$ cat src/rtl/array_ctrl_pkg.sv
// Shared types and default geometry for the systolic-array tile controller.
// Holds the controller state encoding and the 3-bit per-row strobe bundle
// that is skewed down the array rows.
package array_ctrl_pkg;

    localparam int DEF_HEIGHT = 8;
    localparam int DEF_WIDTH  = 8;
    localparam int DEF_VWIDTH = 8;
    localparam int DEF_LWIDTH = 15;

    typedef enum logic [2:0] {
        S_IDLE  = 3'd0,
        S_WLOAD = 3'd1,
        S_MAC   = 3'd2,
        S_DRAIN = 3'd3,
        S_DONE  = 3'd4
    } state_t;

    typedef struct packed {
        logic en;
        logic clr;
        logic mac_done;
    } row_strb_t;

endpackage

$ cat src/rtl/array_ctrl_skew_line.sv
// Fixed delay line for one array row's strobe bundle (DEPTH cycles).
// Ports: clk, rst_n (async active-low), flush (sync clear of every stage),
//        din (row-0 strobes), dout (strobes delayed by DEPTH cycles).
module skew_line
    import array_ctrl_pkg::*;
#(
    parameter int DEPTH = 1
) (
    input  logic      clk,
    input  logic      rst_n,
    input  logic      flush,
    input  row_strb_t din,
    output row_strb_t dout
);

    row_strb_t pipe [DEPTH];

    always_ff @(posedge clk or negedge rst_n) begin
        if (!rst_n) begin
            for (int i = 0; i < DEPTH; i++) pipe[i] <= '0;
        end else if (flush) begin
            for (int i = 0; i < DEPTH; i++) pipe[i] <= '0;
        end else begin
            pipe[0] <= din;
            for (int i = 1; i < DEPTH; i++) pipe[i] <= pipe[i-1];
        end
    end

    assign dout = pipe[DEPTH-1];

endmodule

$ cat src/rtl/array_ctrl.sv
// Tile sequencer for a HEIGHT x WIDTH unary temporal MAC array:
// weight load, skewed row MAC strobes, output drain, done pulse.
// Ports: start/abort/num_vec/mac_len in; busy, done, fetch strobes, per-column
//        and per-row array controls, ofm_vld, perf_cyc out. All outputs are flops.
// Optional busy-cycle counter is built only when ARRAY_CTRL_PERF_EN is defined.
module array_ctrl
    import array_ctrl_pkg::*;
#(
    parameter int HEIGHT = DEF_HEIGHT,
    parameter int WIDTH  = DEF_WIDTH,
    parameter int VWIDTH = DEF_VWIDTH,
    parameter int LWIDTH = DEF_LWIDTH
) (
    input  logic              clk,
    input  logic              rst_n,
    input  logic              start,
    input  logic              abort,
    input  logic [VWIDTH-1:0] num_vec,
    input  logic [LWIDTH-1:0] mac_len,
    output logic              busy,
    output logic              done,
    output logic              wght_rd,
    output logic              ifm_rd,
    output logic [WIDTH-1:0]  en_w,
    output logic [WIDTH-1:0]  clr_w,
    output logic [HEIGHT-1:0] en_i,
    output logic [HEIGHT-1:0] clr_i,
    output logic [HEIGHT-1:0] mac_done,
    output logic [WIDTH-1:0]  en_o,
    output logic [WIDTH-1:0]  clr_o,
    output logic              ofm_vld,
    output logic [31:0]       perf_cyc
);

    localparam int CW = (HEIGHT > 1) ? $clog2(HEIGHT) : 1;
    localparam logic [CW-1:0]   H_LAST = CW'(HEIGHT - 1);
    // Last count of the HEIGHT-1 cycle skew tail at the end of MAC.
    localparam logic [CW-1:0]   T_LAST = CW'((HEIGHT > 1) ? HEIGHT - 2 : 0);
    localparam logic [CW-1:0]   C_ONE  = CW'(1);
    localparam logic [VWIDTH:0] N_ONE  = 1;
    localparam logic [LWIDTH:0] L_ONE  = 1;

    state_t          state_q, state_d;
    logic [CW-1:0]   cnt_q, cnt_d;
    logic [VWIDTH:0] vcnt_q, vcnt_d, n_q, n_last;
    logic [LWIDTH:0] lcnt_q, lcnt_d, l_q, l_last;
    logic            tail_q, tail_d;
    logic            accept;
    row_strb_t       base_d, base_q;
    logic            busy_q, done_q, wload_q, clrw_q, drain_q, clro_q;

    // One extra bit so that 0 can encode 2^VWIDTH vectors; mac_len 0 means 1.
    assign n_last = n_q - N_ONE;
    assign l_last = l_q - L_ONE;

    always_comb begin
        state_d = state_q;
        cnt_d   = cnt_q;
        vcnt_d  = vcnt_q;
        lcnt_d  = lcnt_q;
        tail_d  = tail_q;
        accept  = 1'b0;
        if (abort) begin
            state_d = S_IDLE;
            cnt_d   = '0;
            vcnt_d  = '0;
            lcnt_d  = '0;
            tail_d  = 1'b0;
        end else begin
            case (state_q)
                S_IDLE: begin
                    if (start) begin
                        accept  = 1'b1;
                        state_d = S_WLOAD;
                        cnt_d   = '0;
                    end
                end
                S_WLOAD: begin
                    if (cnt_q == H_LAST) begin
                        state_d = S_MAC;
                        cnt_d   = '0;
                        vcnt_d  = '0;
                        lcnt_d  = '0;
                        tail_d  = 1'b0;
                    end else begin
                        cnt_d = cnt_q + C_ONE;
                    end
                end
                S_MAC: begin
                    if (!tail_q) begin
                        if (lcnt_q == l_last) begin
                            lcnt_d = '0;
                            if (vcnt_q == n_last) begin
                                vcnt_d = '0;
                                // A single-row array has no skew tail.
                                tail_d = (HEIGHT > 1);
                                if (HEIGHT == 1) state_d = S_DRAIN;
                            end else begin
                                vcnt_d = vcnt_q + N_ONE;
                            end
                        end else begin
                            lcnt_d = lcnt_q + L_ONE;
                        end
                    end else if (cnt_q == T_LAST) begin
                        state_d = S_DRAIN;
                        cnt_d   = '0;
                        tail_d  = 1'b0;
                    end else begin
                        cnt_d = cnt_q + C_ONE;
                    end
                end
                S_DRAIN: begin
                    if (cnt_q == H_LAST) begin
                        state_d = S_DONE;
                        cnt_d   = '0;
                    end else begin
                        cnt_d = cnt_q + C_ONE;
                    end
                end
                S_DONE:  state_d = S_IDLE;
                default: state_d = S_IDLE;
            endcase
        end

        // Outputs are decoded from next-state values and then registered,
        // so every output flop reflects the state it is presented in.
        base_d.en       = (state_d == S_MAC) && !tail_d;
        base_d.clr      = base_d.en && (lcnt_d == '0);
        base_d.mac_done = base_d.en && (lcnt_d == l_last);
    end

    always_ff @(posedge clk or negedge rst_n) begin
        if (!rst_n) begin
            state_q <= S_IDLE;
            cnt_q   <= '0;
            vcnt_q  <= '0;
            lcnt_q  <= '0;
            tail_q  <= 1'b0;
            n_q     <= '0;
            l_q     <= '0;
            base_q  <= '0;
            busy_q  <= 1'b0;
            done_q  <= 1'b0;
            wload_q <= 1'b0;
            clrw_q  <= 1'b0;
            drain_q <= 1'b0;
            clro_q  <= 1'b0;
        end else begin
            state_q <= state_d;
            cnt_q   <= cnt_d;
            vcnt_q  <= vcnt_d;
            lcnt_q  <= lcnt_d;
            tail_q  <= tail_d;
            if (accept) begin
                n_q <= (num_vec == '0) ? {1'b1, {VWIDTH{1'b0}}} : {1'b0, num_vec};
                l_q <= (mac_len == '0) ? L_ONE : {1'b0, mac_len};
            end
            base_q  <= base_d;
            busy_q  <= (state_d != S_IDLE);
            done_q  <= (state_d == S_DONE);
            wload_q <= (state_d == S_WLOAD);
            clrw_q  <= (state_d == S_WLOAD) && (cnt_d == '0);
            drain_q <= (state_d == S_DRAIN);
            clro_q  <= (state_d == S_DRAIN) && (cnt_d == H_LAST);
        end
    end

    assign busy    = busy_q;
    assign done    = done_q;
    assign wght_rd = wload_q;
    assign en_w    = {WIDTH{wload_q}};
    assign clr_w   = {WIDTH{clrw_q}};
    assign en_o    = {WIDTH{drain_q}};
    assign clr_o   = {WIDTH{clro_q}};
    assign ofm_vld = drain_q;
    assign ifm_rd  = base_q.clr;

    // Row h sees the row-0 strobes h cycles later; abort flushes the skew.
    row_strb_t row [HEIGHT];

    for (genvar h = 0; h < HEIGHT; h++) begin : g_row
        if (h == 0) begin : g_base
            assign row[h] = base_q;
        end else begin : g_skew
            skew_line #(.DEPTH(h)) u_skew (
                .clk   (clk),
                .rst_n (rst_n),
                .flush (abort),
                .din   (base_q),
                .dout  (row[h])
            );
        end
        assign en_i[h]     = row[h].en;
        assign clr_i[h]    = row[h].clr;
        assign mac_done[h] = row[h].mac_done;
    end

`ifdef ARRAY_CTRL_PERF_EN
    logic [31:0] perf_q;

    always_ff @(posedge clk or negedge rst_n) begin
        if (!rst_n) begin
            perf_q <= '0;
        end else if (accept) begin
            perf_q <= '0;
        end else if (busy_q && (perf_q != '1)) begin
            perf_q <= perf_q + 32'd1;
        end
    end

    assign perf_cyc = perf_q;
`else
    assign perf_cyc = '0;
`endif

endmodule
$ cat config.mk
export PLATFORM = sky130hd
export DESIGN_NAME = array_ctrl
export DESIGN_NICKNAME = d
export VERILOG_FILES = /design/src/rtl/array_ctrl_pkg.sv /design/src/rtl/array_ctrl_skew_line.sv /design/src/rtl/array_ctrl.sv
export SDC_FILE = /design/constraint.sdc
export NUM_CORES = 1
export LEC_CHECK = 0
export CAP_MARGIN = 20
export CORE_MARGIN = 2
export CORE_UTILIZATION = 54
export CTS_CLUSTER_SIZE = 25
export DETAILED_ROUTE_END_ITERATION = 6
export HOLD_SLACK_MARGIN = 0.02
export MAX_ROUTING_LAYER = met4
export PLACE_DENSITY = 0.79
export SETUP_SLACK_MARGIN = 0.1
export SYNTH_ARGS = -nofsm -noshare
export SYNTH_HDL_FRONTEND = slang
export SYNTH_SLANG_ARGS = --single-unit
$ cat constraint.sdc
create_clock -name clk -period 4.2 [get_ports clk]
set_input_delay 0.84 -clock clk [delete_from_list [all_inputs] [get_ports clk]]
set_output_delay 0.84 -clock clk [all_outputs]
set_load 0.005 [all_outputs]
-- Word-level counts from Yosys, hierarchy flattened
Cells that the tools add are included.
- bits in read-only memories: 0
- input bits: 27
- output and inout bits: 93
- latch bits: 0
- memories: 0
- bits in writable memories: 0
- flip-flop bits (word level): 150
- logic and storage cells: 179
- $mul: 0
- bitwise operators: 0
- add/sub/neg operators: 5
- divide/modulo/power cells: 0
- reductions and logical operators: 15
- order comparisons: 0
- shifts and indexed selects: 0
- mux-type cells: 43
- equal/unequal tests: 16
- operators with widths (cell ; count):
    $mux 16 ; 4
    $mux 9 ; 7
    $mux 3 ; 12
    $eq 16x16->1 ; 2
    $pmux 16 s2 ; 1
    $mux 15 ; 2
    $mux 21 ; 1
    $mux 18 ; 1
    $pmux 9 s2 ; 1
    $add 16x1->16 const B ; 1
    $logic_not 16->1 ; 1
    $sub 16x1->16 const B ; 1
    $logic_not 15->1 ; 1
    $eq 3x2->1 const B ; 4
    $eq 3x3->1 const B ; 4
    $mux 12 ; 1
    $pmux 3 s4 ; 1
    $add 9x1->9 const B ; 1
    $eq 9x9->1 ; 1
    $mux 1 ; 9
    $ne 3x3->1 const B ; 3
    $pmux 3 s3 ; 1
    $sub 9x1->9 const B ; 1
    $logic_not 8->1 ; 1
    10 further kinds ; 17

-- Depth between registers and ports, before layout
- word-level depth: 10
- gate-level depth with buffers: 15
- mapped depth without buffers: 12

-- Modules after synthesis
Synthesis repeated with hierarchy kept, for this count alone.
- cells, all modules: 813
- area, all modules: 8249.2 µm²
- by module, submodules not included (module ; area an instance (µm²) ; seq. area each (µm²) ; instances ; cells an instance):
    array_ctrl ; 5307.6 ; 1626.6 ; 1 ; 622
    skew_line (g_row[7].g_skew.u_skew) ; 752.0 ; 525.5 ; 1 ; 47
    skew_line (g_row[6].g_skew.u_skew) ; 601.8 ; 450.4 ; 1 ; 40
    skew_line (g_row[5].g_skew.u_skew) ; 530.5 ; 375.4 ; 1 ; 34
    skew_line (g_row[4].g_skew.u_skew) ; 449.2 ; 300.3 ; 1 ; 28
    skew_line (g_row[3].g_skew.u_skew) ; 304.0 ; 225.2 ; 1 ; 21
    skew_line (g_row[2].g_skew.u_skew) ; 210.2 ; 150.1 ; 1 ; 15
    skew_line (g_row[1].g_skew.u_skew) ; 93.8 ; 75.1 ; 1 ; 6

-- Worst setup path before layout
No wires, ideal clock.
- path type: flip-flop to flip-flop
- start point: reg l_q[3]
- end point: reg base_q (netlist bit mac_done[0])
- required time: 4.105 ns
- data arrival time: 3.718 ns
- buffers on the path: 3
- library setup time: 0.095 ns
- stages on the path, launching flop included: 14
- clock period less this slack: 3.813 ns
- path slack: 0.387 ns
- path through: dfrtp_1 -> buf_6 -> or4_4 -> buf_6 -> or3_1 -> xor2_1 -> o211ai_1 -> or4_1 -> buf_4 -> nor2_8 -> o31ai_2 -> or4_1 -> nand4bb_1 -> nor4b_2
- RTL lines (what ; RTL line ; RTL):
    start, declared ; array_ctrl.sv:46 ; logic [LWIDTH:0] lcnt_q, lcnt_d, l_q, l_last;
    start signal, assigned ; array_ctrl.sv:156 ; l_q <= (mac_len == '0) ? L_ONE : {1'b0, mac_len};
    end signal, assigned ; array_ctrl.sv:158 ; base_q <= base_d;
    end, declared ; array_ctrl.sv:49 ; row_strb_t base_d, base_q;

==> impl_metrics.py <==
metrics = {
    "logic_synthesis": {
        "yosys_register_bits": 86,
        "yosys.cell_count.top_type": "dfrtp_1",
        "synth_top_family_by_area": "simple AND/OR/NAND/NOR gates",
        "synth_xor_area_frac": 0.0635,
        "synth_common_cells": "dfrtp_1, buf_4, nand2_1",
        "post_synth_mux_area_share": 0.0464,
        "synth_edf_count": 0,
        "synthTopCellsByArea": "dfrtp_1, buf_4, mux2_2, xnor2_1, nand3_1",
        "synth_simple_gate_area_share": 0.276,
        "yosys.cell_types.count": 74,
        "synth_top_area_frac": 0.334,
        "synthArstFlopShare": 1.00,
        "ys_warn_count": 0,
        "synth_flop_cell": "dfrtp_1",
        "synth_area_um2": 6450,
        "syn_inst": 751,
        "syn_avg_cell_area_um2": 8.59,
        "synth_fa_ha_area_frac": 0.0136,
        "yosys.area.top_type": "dfrtp_1",
        "yosysSeqAreaShare": 0.334,
        "synth_compound_area_frac": 0.146,
    },
    "timing": {
        "skew_ns": 0.0117,
        "min_period_over_period": 0.918,
        "fin_tns_setup_ns": 0,
        "slew_violations": 0,
        "max_freq_ghz": 0.259,
        "relSlewSlack": 0.271,
        "fin_crit_ns": 3.86,
        "worst_slew_pin_slew_ns": 1.09,
        "finalHoldViolations": 0,
        "finalSetupViolations": 0,
        "finalWorstSetupSlack_ns": 0.344,
        "rsz0062_at_grt": "no",
        "worst_hold_slack_ns": 0.490,
    },
    "setup_path": {
        "start_kind": "register",
        "timing.rr.start": "l_q[0]$_DFFE_PN0P_",
        "critPathArrivalTime_ns": 4.09,
        "end_kind": "register",
        "crit_path_max_fanout": 6,
        "critical_path.max_stage_delay_ns": 0.59,
        "crit_chain": "inv_1 > ha_2 > or4b_4 > nor4_4 > xnor2_1 > or3_1 > or4_1 > or4b_1 > nand3_1 > or4_1 > nand4bb_1 > nor4b_2",
        "worstPathRequired_ns": 4.44,
        "crit_slowest_cell": "or4b_1",
        "r2r_cells": 12,
        "critPathTopFamily": "simple AND/OR/NAND/NOR gates",
        "critPathMostFrequentCell": "or4_1",
        "r2r-end": "mac_done[0]$_DFF_PN0_",
        "cp_num_buf_inv": 1,
        "r2r_slack_ns": 0.34,
        "critPathKind": "reg -> reg",
    },
    "pwr": {
        "switchingPower_mw": 0.777,
        "ir_drop_mv": 0.410,
        "total_power_mw": 2.40,
        "p_seq_frac": 0.403,
        "p_int_mw": 1.62,
        "pwr-share-clk": 0.346,
        "p_comb_frac": 0.251,
        "p_leak_nw": 3.05,
        "power_density_nw_per_um2": 320,
        "switching_share": 0.324,
    },
    "floorplanning": {
        "row_count": 39,
        "die_w_um": 113,
        "initial_core_util": 0.560,
        "ios": 120,
        "coreArea_um2": 11500,
        "die_h_um": 113,
        "die_area_um2": 12800,
    },
    "clocking": {
        "cts_hold_repair.buffers": 0,
        "clk_latency_ns": 0.35,
        "h-tree-depth": 3,
        "cts_tree": "yes",
        "numCtsBuffers": 9,
        "clockBufferDepth": 2,
        "clk_pin_slew_ns": 0.07,
        "cts.sinks": 86,
        "root_buffer": "clkbuf_16",
    },
    "route": {
        "vias": 6009,
        "firstDrtPassIters": 7,
        "ant_nets": 0,
        "drc": 12,
        "vias_per_cell": 6.39,
        "wl_per_cell_um": 19.1,
        "drtIter0Drc": 805,
        "wl_um": 18000,
    },
    "placement": {
        "port_buffers": 87,
        "hpwlAfterDp_um": 13200,
        "gp_congestion": 1.02,
        "placed_area_um2": 7140,
        "pre_cts_ws_ns": 0.132,
    },
    "hold_path": {
        "hold_path_end": "g_row[4].g_skew.u_skew.dout[1]$_DFF_PN0_",
        "holdCritPathClass": "reg -> reg",
        "worstHoldPathCells": 1,
        "worstHoldStart": "g_row[3].g_skew.u_skew.dout[1]$_DFF_PN0_",
    },
    "global_routing": {
        "grt_pass1_vias": 5596,
        "track_usage": 0.292,
        "grt_pass1_wl_um": 28900,
        "overflow": 0,
        "antenna_found_initial": 0,
        "grt_max_degree": 61,
    },
    "final_layout": {
        "antenna-diode-count": 0,
        "drive_gt1_frac": 0.113,
        "nNetsFinal": 827,
        "area_growth_pct": 16.3,
        "stdcell_area_um2": 7500,
    },
    "run_status": {
        "outcome": "finished, violations left",
        "violations": "DRC",
    },
    "flow_run": {
        "cap_violations": 0,
    },
}
## routing by layer
| metal | track usage | vias up | wire [um] |
|---|---|---|---|
| met5 | - | - | 0 |
| met3 | 0.0487 | 34 | 1670 |
| met4 | 0.0862 | 0 | 343 |
| li1 | - | 2753 | - |
| met1 | 0.386 | 2872 | 7350 |
| met2 | 0.467 | 350 | 8640 |
## kinds of logic after synthesis
logic type,count (synthesis)
AOI/OAI and AO/OA,138
xor gates and xnor gates,45
adders and majority gates,7
buffers and inverters,137
DFF,86
muxes,27
other,1
and+or+nand+nor,310
## worst register-to-register path, delay by kind of cell (launching register included)
kind	cells	cell delay, ns
XOR/XNOR	1	0.12
adder cells (fa/ha/maj)	1	0.25
buffers and inverters	1	0.15
flip-flops	1	0.42
AND/OR/NAND/NOR	9	2.81
## cells in the final DEF (no fill, tap or decap), types with 5 or more instances in the layout
cell type	Yosys	layout
dfrtp_1	86	86
clkdlybuf4s50_1	0	86
nand2_1	44	44
nand3_1	42	42
nor2_1	38	37
conb_1	1	32
nor3_1	32	31
buf_4	66	31
nor2b_1	26	26
xnor2_1	25	25
a31oi_1	24	24
mux2_2	23	23
nor4_1	22	22
a21oi_1	20	20
inv_1	19	19
nand4_1	19	19
o21ai_0	19	19
xor2_1	19	18
nand2b_1	13	13
or3_1	12	12
or4_1	10	9
clkbuf_16	0	9
a211oi_1	8	8
o22ai_1	7	7
and3_1	7	7
o31ai_1	7	7
nor3b_1	6	6
and4_1	6	6
and2_1	6	6
o21ai_1	6	6
o311ai_0	6	6
ha_1	7	6
o2111ai_1	5	5
a22oi_1	5	5
## final cells by class
| cell class | count | area [um^2] |
|---|---|---|
| inverters | 19 | 71.3 |
| repair buffers | 118 | 1110 |
| well taps | 143 | 179 |
| clock buffers | 9 | 225 |
| fillers | 964 | 4020 |
| multi-input cells | 559 | 3680 |
| clock inverters | 7 | 80.1 |
| flip-flops and latches | 86 | 2150 |
## power groups by stage
stage / Sequential, mW / Clock, mW / Combinational (mW)
after global placement: 0.974 / 0 / 0.573
after CTS: 0.963 / 0.841 / 0.585
after detailed placement: 0.979 / 0 / 0.582
final: 0.967 / 0.831 / 0.603
after global routing: 0.978 / 0.878 / 0.653
after floorplan: 0.939 / 0 / 0.454
## through the flow
step                       util  instances
after floorplan               -        782
after global placement    0.620        924
after detailed placement  0.620        924
after CTS                 0.647        940
after global routing      0.651        941
final                     0.651        941
## sequential cells by signal, indices dropped and copies added (netlist names), 3 cells and up
register and flops:
n_q 9, cnt_q 3, l_q 15, state_q 3, lcnt_q 16, vcnt_q 9
g_row.g_skew.u_skew.dout 21
## how the worst max path moves through the flow
stage / startpoint / end / slack, ns / cells after the start
finish: l_q[0]$_DFFE_PN0P_ / mac_done[0]$_DFF_PN0_ / 0.34 / 12
global route: l_q[0]$_DFFE_PN0P_ / mac_done[0]$_DFF_PN0_ / 0.11 / 12
CTS: l_q[0]$_DFFE_PN0P_ / mac_done[0]$_DFF_PN0_ / 0.14 / 12
detailed placement: l_q[0]$_DFFE_PN0P_ / mac_done[0]$_DFF_PN0_ / 0.13 / 12
global placement: l_q[3]$_DFFE_PN0P_ / mac_done[0]$_DFF_PN0_ / 0.29 / 10
floorplan: l_q[3]$_DFFE_PN0P_ / mac_done[0]$_DFF_PN0_ / 0.39 / 13
## timing repair
action | CTS | global route
gates resized for setup | 0 | 7
setup buffers | 0 | 1
setup endpoints to repair | 0 | 5
Power figures use the tool's default switching activity.
